<file path="config.mk">
export PLATFORM = sky130hd
export DESIGN_NAME = gol_gen_buffer_flat
export DESIGN_NICKNAME = d
export VERILOG_FILES = /design/src/rtl/gol_gen_buffer_pkg.sv /design/src/rtl/gol_gen_buffer_if.sv /design/src/rtl/gol_row_bank.sv /design/src/rtl/gol_gen_buffer.sv /design/src/flat_wrapper.sv
export SDC_FILE = /design/constraint.sdc
export NUM_CORES = 1
export LEC_CHECK = 0
export CAP_MARGIN = 25
export CORE_UTILIZATION = 41
export DETAILED_ROUTE_END_ITERATION = 12
export DONT_BUFFER_PORTS = 1
export SETUP_SLACK_MARGIN = 0.4
export SYNTH_ARGS = -nofsm -noshare
export SYNTH_HDL_FRONTEND = slang
export SYNTH_HIERARCHICAL = 1
export SYNTH_SLANG_ARGS = --single-unit
</file>
<file path="constraint.sdc">
create_clock -name ph2 -period 2.65 [get_ports ph2]
set_clock_uncertainty 0.05 [all_clocks]
set_input_delay 0.265 -clock ph2 [delete_from_list [all_inputs] [get_ports ph2]]
set_output_delay 0.265 -clock ph2 [all_outputs]
set_load 0.02 [all_outputs]
</file>
<file path="src/rtl/gol_gen_buffer_pkg.sv">
// Shared types and helpers for the double-buffered Game of Life generation store.
package gol_pkg;

  typedef enum logic [1:0] {IDLE, SCAN, DRAIN, SWAP} gol_state_e;

  localparam int DEF_WIDTH = 8;
  localparam int DEF_ROWS  = 8;
  localparam int MAX_WIDTH = 64;

  // Returns {R, row, L} in the low width+2 bits; toroidal mode wraps the edge columns.
  function automatic logic [MAX_WIDTH+1:0] guard_row(input logic [MAX_WIDTH-1:0] row,
                                                     input int width, input bit wrap);
    logic [MAX_WIDTH+1:0] g;
    g = {2'b00, row} << 1;
    if (wrap) begin
      g[0] = |(row & (MAX_WIDTH'(1) << (width - 1)));
      g = g | ((MAX_WIDTH+2)'(row[0]) << (width + 1));
    end
    return g;
  endfunction

endpackage

</file>
<file path="src/rtl/gol_gen_buffer_if.sv">
// Seed, window-stream and next-generation write bundle of the generation buffer.
interface gol_gen_buffer_if #(
  parameter int WIDTH   = 8,
  parameter int ROWBITS = 3,
  parameter int GENBITS = 16
);
  logic               load_en;
  logic [ROWBITS-1:0] load_addr;
  logic [WIDTH-1:0]   load_data;
  logic               start;
  logic               win_valid;
  logic               win_ready;
  logic [ROWBITS-1:0] win_row;
  logic [WIDTH+1:0]   win_above;
  logic [WIDTH+1:0]   win_cur;
  logic [WIDTH+1:0]   win_below;
  logic               nxt_we;
  logic [ROWBITS-1:0] nxt_addr;
  logic [WIDTH-1:0]   nxt_data;
  logic               busy;
  logic               done;
  logic [GENBITS-1:0] gen_count;

  modport master (
    input  load_en, load_addr, load_data, start, win_ready, nxt_we, nxt_addr, nxt_data,
    output win_valid, win_row, win_above, win_cur, win_below, busy, done, gen_count
  );

  modport slave (
    output load_en, load_addr, load_data, start, win_ready, nxt_we, nxt_addr, nxt_data,
    input  win_valid, win_row, win_above, win_cur, win_below, busy, done, gen_count
  );
endinterface

</file>
<file path="src/rtl/gol_row_bank.sv">
// One generation of cell rows: single write port, three combinational read ports.
module gol_row_bank #(
  parameter int WIDTH   = 8,
  parameter int ROWS    = 8,
  parameter int ROWBITS = 3
) (
  input  logic               ph2,
  input  logic               reset,
  input  logic               we,
  input  logic [ROWBITS-1:0] waddr,
  input  logic [WIDTH-1:0]   wdata,
  input  logic [ROWBITS-1:0] raddr_a,
  input  logic [ROWBITS-1:0] raddr_c,
  input  logic [ROWBITS-1:0] raddr_b,
  output logic [WIDTH-1:0]   rdata_a,
  output logic [WIDTH-1:0]   rdata_c,
  output logic [WIDTH-1:0]   rdata_b
);

  logic [WIDTH-1:0] mem [ROWS];

  always_ff @(posedge ph2 or posedge reset) begin
    if (reset) begin
      for (int i = 0; i < ROWS; i++) mem[i] <= '0;
    end else if (we) begin
      mem[waddr] <= wdata;
    end
  end

  assign rdata_a = mem[raddr_a];
  assign rdata_c = mem[raddr_c];
  assign rdata_b = mem[raddr_b];

endmodule

</file>
<file path="src/rtl/gol_gen_buffer.sv">
// Double-buffered generation store: scans 3-row windows out of the current bank
// while the next generation is collected in the shadow bank, then swaps.
module gol_gen_buffer
  import gol_pkg::*;
#(
  parameter int WIDTH   = DEF_WIDTH,
  parameter int ROWS    = DEF_ROWS,
  parameter int ROWBITS = $clog2(ROWS),
  parameter int WRAP    = 0,
  parameter int GENBITS = 16
) (
  input logic             ph2,
  input logic             reset,
  gol_gen_buffer_if.master bus
);

  localparam logic [ROWBITS-1:0] LAST_ROW = ROWBITS'(ROWS - 1);
  localparam logic [ROWBITS:0]   ROWS_W   = (ROWBITS+1)'(ROWS);

  gol_state_e         state, state_nxt;
  logic [ROWBITS-1:0] scan_row, scan_row_nxt;
  logic [ROWS-1:0]    mask, mask_nxt, mask_set;
  logic               cur_sel, cur_sel_nxt;
  logic [GENBITS-1:0] gen_cnt, gen_cnt_nxt;

  logic               load_ok, nxt_ok;
  logic [ROWBITS-1:0] wr_addr, above_addr, below_addr;
  logic [WIDTH-1:0]   wr_data, raw_above, raw_below;
  logic [WIDTH-1:0]   rd_a [2];
  logic [WIDTH-1:0]   rd_c [2];
  logic [WIDTH-1:0]   rd_b [2];

  assign load_ok  = (state == IDLE) && bus.load_en && ({1'b0, bus.load_addr} < ROWS_W);
  assign nxt_ok   = ((state == SCAN) || (state == DRAIN)) && bus.nxt_we
                    && ({1'b0, bus.nxt_addr} < ROWS_W);
  assign mask_set = nxt_ok ? (ROWS'(1) << bus.nxt_addr) : '0;
  assign wr_addr  = load_ok ? bus.load_addr : bus.nxt_addr;
  assign wr_data  = load_ok ? bus.load_data : bus.nxt_data;

  always_ff @(posedge ph2 or posedge reset) begin
    if (reset) begin
      state    <= IDLE;
      scan_row <= '0;
      mask     <= '0;
      cur_sel  <= 1'b0;
      gen_cnt  <= '0;
    end else begin
      state    <= state_nxt;
      scan_row <= scan_row_nxt;
      mask     <= mask_nxt;
      cur_sel  <= cur_sel_nxt;
      gen_cnt  <= gen_cnt_nxt;
    end
  end

  // The drain exit looks at the mask including a write landing this cycle.
  always_comb begin
    state_nxt    = state;
    scan_row_nxt = scan_row;
    mask_nxt     = mask | mask_set;
    cur_sel_nxt  = cur_sel;
    gen_cnt_nxt  = gen_cnt;
    case (state)
      IDLE: begin
        if (bus.start) begin
          scan_row_nxt = '0;
          mask_nxt     = '0;
          state_nxt    = SCAN;
        end
      end
      SCAN: begin
        if (bus.win_ready) begin
          if (scan_row == LAST_ROW) state_nxt = DRAIN;
          else                      scan_row_nxt = scan_row + 1'b1;
        end
      end
      DRAIN: begin
        if (&mask_nxt) state_nxt = SWAP;
      end
      SWAP: begin
        cur_sel_nxt = ~cur_sel;
        gen_cnt_nxt = gen_cnt + 1'b1;
        state_nxt   = IDLE;
      end
      default: state_nxt = IDLE;
    endcase
  end

  // Seed loads target the current bank, next-generation writes the other one.
  for (genvar b = 0; b < 2; b++) begin : g_bank
    logic sel_here;
    assign sel_here = (cur_sel == 1'(b));
    gol_row_bank #(.WIDTH(WIDTH), .ROWS(ROWS), .ROWBITS(ROWBITS)) u_bank (
      .ph2     (ph2),
      .reset   (reset),
      .we      ((load_ok && sel_here) || (nxt_ok && !sel_here)),
      .waddr   (wr_addr),
      .wdata   (wr_data),
      .raddr_a (above_addr),
      .raddr_c (scan_row),
      .raddr_b (below_addr),
      .rdata_a (rd_a[b]),
      .rdata_c (rd_c[b]),
      .rdata_b (rd_b[b])
    );
  end

  assign above_addr = (scan_row == '0) ? LAST_ROW : scan_row - 1'b1;
  assign below_addr = (scan_row == LAST_ROW) ? '0 : scan_row + 1'b1;
  assign raw_above  = (WRAP == 0 && scan_row == '0) ? '0 : rd_a[cur_sel];
  assign raw_below  = (WRAP == 0 && scan_row == LAST_ROW) ? '0 : rd_b[cur_sel];

  assign bus.win_above = (WIDTH+2)'(guard_row(MAX_WIDTH'(raw_above), WIDTH, WRAP != 0));
  assign bus.win_cur   = (WIDTH+2)'(guard_row(MAX_WIDTH'(rd_c[cur_sel]), WIDTH, WRAP != 0));
  assign bus.win_below = (WIDTH+2)'(guard_row(MAX_WIDTH'(raw_below), WIDTH, WRAP != 0));

  assign bus.win_valid = (state == SCAN);
  assign bus.win_row   = scan_row;
  assign bus.busy      = (state != IDLE);
  assign bus.done      = (state == SWAP);
  assign bus.gen_count = gen_cnt;

endmodule
</file>
<file path="src/flat_wrapper.sv">
// flat-port wrapper written by rule: the top's interface ports become plain ports
module gol_gen_buffer_flat import gol_pkg::*;
#(
  parameter int WIDTH   = DEF_WIDTH,
  parameter int ROWS    = DEF_ROWS,
  parameter int ROWBITS = $clog2(ROWS),
  parameter int WRAP    = 0,
  parameter int GENBITS = 16
)
  (ph2, reset, bus_load_en, bus_load_addr, bus_load_data, bus_start, bus_win_ready, bus_nxt_we, bus_nxt_addr, bus_nxt_data, bus_win_valid, bus_win_row, bus_win_above, bus_win_cur, bus_win_below, bus_busy, bus_done, bus_gen_count);
  gol_gen_buffer_if #(.WIDTH(WIDTH), .ROWBITS(ROWBITS), .GENBITS(GENBITS)) bus_i ();
  input logic ph2;
  input logic reset;
  input wire logic [$bits(bus_i.load_en)-1:0] bus_load_en;
  input wire logic [$bits(bus_i.load_addr)-1:0] bus_load_addr;
  input wire logic [$bits(bus_i.load_data)-1:0] bus_load_data;
  input wire logic [$bits(bus_i.start)-1:0] bus_start;
  input wire logic [$bits(bus_i.win_ready)-1:0] bus_win_ready;
  input wire logic [$bits(bus_i.nxt_we)-1:0] bus_nxt_we;
  input wire logic [$bits(bus_i.nxt_addr)-1:0] bus_nxt_addr;
  input wire logic [$bits(bus_i.nxt_data)-1:0] bus_nxt_data;
  output wire logic [$bits(bus_i.win_valid)-1:0] bus_win_valid;
  output wire logic [$bits(bus_i.win_row)-1:0] bus_win_row;
  output wire logic [$bits(bus_i.win_above)-1:0] bus_win_above;
  output wire logic [$bits(bus_i.win_cur)-1:0] bus_win_cur;
  output wire logic [$bits(bus_i.win_below)-1:0] bus_win_below;
  output wire logic [$bits(bus_i.busy)-1:0] bus_busy;
  output wire logic [$bits(bus_i.done)-1:0] bus_done;
  output wire logic [$bits(bus_i.gen_count)-1:0] bus_gen_count;
  assign bus_i.load_en = bus_load_en;
  assign bus_i.load_addr = bus_load_addr;
  assign bus_i.load_data = bus_load_data;
  assign bus_i.start = bus_start;
  assign bus_i.win_ready = bus_win_ready;
  assign bus_i.nxt_we = bus_nxt_we;
  assign bus_i.nxt_addr = bus_nxt_addr;
  assign bus_i.nxt_data = bus_nxt_data;
  assign bus_win_valid = bus_i.win_valid;
  assign bus_win_row = bus_i.win_row;
  assign bus_win_above = bus_i.win_above;
  assign bus_win_cur = bus_i.win_cur;
  assign bus_win_below = bus_i.win_below;
  assign bus_busy = bus_i.busy;
  assign bus_done = bus_i.done;
  assign bus_gen_count = bus_i.gen_count;
  gol_gen_buffer #(.WIDTH(WIDTH), .ROWS(ROWS), .ROWBITS(ROWBITS), .WRAP(WRAP), .GENBITS(GENBITS)) u_core (.ph2(ph2), .reset(reset), .bus(bus_i));
endmodule
</file>
==> results.cfg <==
[setup_path]
cp_top_family = multiplexers
critPathLaunchType = flip-flop
crit_fanout = 8
path_cells = buf_6 -> ha_4 -> ha_4 -> nor2_4 -> buf_12 -> buf_16 -> buf_6 -> mux4_2 -> mux2_4 -> mux2i_2 -> nor2_2
r2r_cells = 8
crit_required_ns = 2.34
worstSetupEndpointType = output port
cp.arrival_ns = 2.90
slowest_stage = mux4_2
reg2reg_slack_ns = 0.34
timing.rr.end = u_core/g_bank[1].u_bank/mem[56]
r2r_start = u_core/state[0]
cp_num_buf_inv = 4
critPathKind = reg -> out
slowest_delay_ns = 0.48

[clocking]
cts_tree = built
cts.sinks = 158
clkSlewWorstSetupHoldPaths_ns = 0.06
cts_made_buffers = 17
clkLatencyLatePin_ns = 0.42
root_buffer = clkbuf_16
cts.path.max_buffers = 2
cts_max_level = 4

[timing]
period_minus_slack_ns = 3.22
fin_ws_ns = -0.568
fin_hold_ws_ns = 0.0197
finalHoldViolCount = 0
slew_headroom_pct = 44.0
min_period_over_period_pct = 121
slew_violations = 0
setup_viol = 24
max_freq_mhz = 311
tightest_slew_ns = 0.840
rsz0062_at_grt = true

[placed_design]
place_inst = 1019
dp.final_hpwl_um = 18900
gp_congestion = 0.793
port_buffers = 0

[power]
peakVddDrop_mv = 0.823
leakagePower_nw = 5.50
power_density_nw_per_um2 = 1460

[floorplanning]
die_h_um = 160
row_count = 57
io_pins = 80
start_util_pct = 41.9
coreArea_sq_um = 24400
die-width_um = 160
dieArea_sq_um = 25600

[layout]
syn2layout_area_growth_pct = 22.9
stdcell_count = 1092
final_common_cell = dfrtp_1
diodes = 0
nets = 794
num-fill-cells = 2059
final_cell_mix = 155 x dfrtp_1, 106 x mux2_4, 94 x mux2_2
layout-drive-gt1-share_pct = 60.0

[synthesis]
ys_warn_count = 6
synth_top_family_by_area = multiplexers
synth_mux_area_share_pct = 47.5
ys_types = 42
synthArstFlopShare_pct = 100
synthXorXnorAreaFrac_pct = 1.37
syn-instance-count = 680
synth_top_area_share_pct = 38.6
netlist_top_cells_area = dfrtp_1 39%, mux2_2 22%, mux4_1 21%
synth_edf_count = 0
avgSynthCellArea_sq_um = 15.0
synth_compound_area_share_pct = 1.32
yosys.area_share.simple_pct = 5.34
ys_seq_area_share_pct = 38.6
ys_seq_elements = 158
synth_fa_ha_area_share_pct = 1.22
syn-cell-area_sq_um = 10200
synth-main-ff-cell = dfrtp_1
synth_largest_area_cell = dfrtp_1

[routing]
wl_per_cell_um = 27.6
num_vias = 6832
vias_per_cell = 6.26
firstDrtPassIters = 5
drc_errors = 0
routed_wl_um = 30100
drtIter0Drc = 528
ant_nets = 0

[run]
cap_violations = 0

[global_routing]
antenna_found_initial = 0
grt_max_degree = 65
grt_pass1_vias = 7218
grt.overflow.total = 0
grt_usage_pct = 23.6
grt_pass1_wl_um = 44800

[hold_path]
holdPathEnd = u_core/mask[7]
hold_path_class = in -> reg
min-delay-start = bus_nxt_addr[2]
holdPathStages = 2

[run_status]
failed_checks = negative setup slack
status = complete, but fails checks
## where the power goes
part / switching [mW] / internal (mW) / total, mW / leakage (nW)
clock: 1.08 / 1.34 / 2.41 / 0.272
sequential: 1.23 / 3.52 / 4.75 / 1.98
combinational: 4.81 / 6.34 / 11.2 / 3.25
## how the worst max path moves through the flow
stage	start	end	slack, ns	depth (start not counted)
5_1_grt	u_core/bus.win_row[1]	bus_win_below[6]	-0.64	10
3_5_place_dp	u_core/bus.win_row[1]	bus_win_below[8]	-0.15	9
2_1_floorplan	u_core/bus.win_row[0]	bus_win_below[2]	-0.22	11
6_report	u_core/bus.win_row[1]	bus_win_below[2]	-0.57	11
4_1_cts	u_core/bus.win_row[1]	bus_win_below[7]	-0.54	10
3_3_place_gp	u_core/bus.win_row[1]	bus_win_below[8]	-0.09	9
## area by class of cell
class | count | area (sq um) | area share, %
multi-input combinational | 458 | 6340 | 50.4
sequential | 158 | 3960 | 31.5
timing repair buffer | 109 | 1260 | 10.0
clock buffer | 18 | 439 | 3.49
tap | 324 | 405 | 3.22
clock inverter | 13 | 130 | 1.03
inverter | 12 | 45.0 | 0.358
## cells in the mapped netlist (all sizes together), types with 2 or more instances
| library cell | n |
|---|---|
| a21oi | 7 |
| a22o | 2 |
| a31oi | 5 |
| and3 | 3 |
| and3b | 2 |
| and4 | 3 |
| buf | 46 |
| clkbuf | 15 |
| dfrtp | 158 |
| ha | 10 |
| inv | 12 |
| mux2 | 197 |
| mux2i | 17 |
| mux4 | 96 |
| nand2 | 15 |
| nand2b | 3 |
| nand3 | 5 |
| nand4 | 5 |
| nand4b | 6 |
| nor2 | 31 |
| nor3 | 3 |
| nor4 | 2 |
| nor4b | 2 |
| nor4bb | 6 |
| o21ai | 4 |
| xnor2 | 11 |
| xor2 | 5 |
## timing repair
item                       CTS  global route
gates resized for setup    108            74
cloned                       7             4
pin swaps                   11             9
hold buffers                 1             0
setup endpoints to repair  134            99
setup buffers               26             4
hold endpoints to repair   121             0
## flip-flops by register name, indices dropped and copies added (netlist names)
register / count
u_core/cur_sel: 1
u_core/mask: 8
u_core/bus.gen_count: 16
u_core/bus.win_row: 3
u_core/state: 2
u_core/g_bank.u_bank/mem: 128
## cell families after synthesis
| group | after synthesis |
|---|---|
| XOR/XNOR | 16 |
| adder cells (fa/ha/maj) | 10 |
| flip-flops | 158 |
| buffers and inverters | 73 |
| other | 1 |
| AND/OR/NAND/NOR | 90 |
| AO/OA/AOI/OAI | 22 |
| multiplexers | 310 |
## per-stage QoR
step / setup TNS, ns / cell area, sq um / utilization (%) / total power, mW / setup WS [ns]
2_1_floorplan: -3.05 / 10400 / - / 11.6 / -0.219
3_3_place_gp: -0.794 / 11100 / 45.3 / 13.7 / -0.0949
3_5_place_dp: -1.43 / 11100 / 45.5 / 14.0 / -0.151
4_1_cts: -8.61 / 12300 / 50.2 / 17.6 / -0.540
5_1_grt: -10.74 / 12600 / 51.6 / 19.2 / -0.644
6_report: -9.05 / 12600 / 51.6 / 18.3 / -0.568
## layer usage
| layer | track usage, % | wire length (um) | vias up |
|---|---|---|---|
| li1 | - | - | 2799 |
| met1 | 30.7 | 12200 | 3598 |
| met2 | 37.2 | 14200 | 368 |
| met3 | 7.22 | 2870 | 67 |
| met4 | 8.48 | 865 | 0 |
| met5 | 0 | 0 | - |
Note: power is estimated with default switching activity, not from simulation.
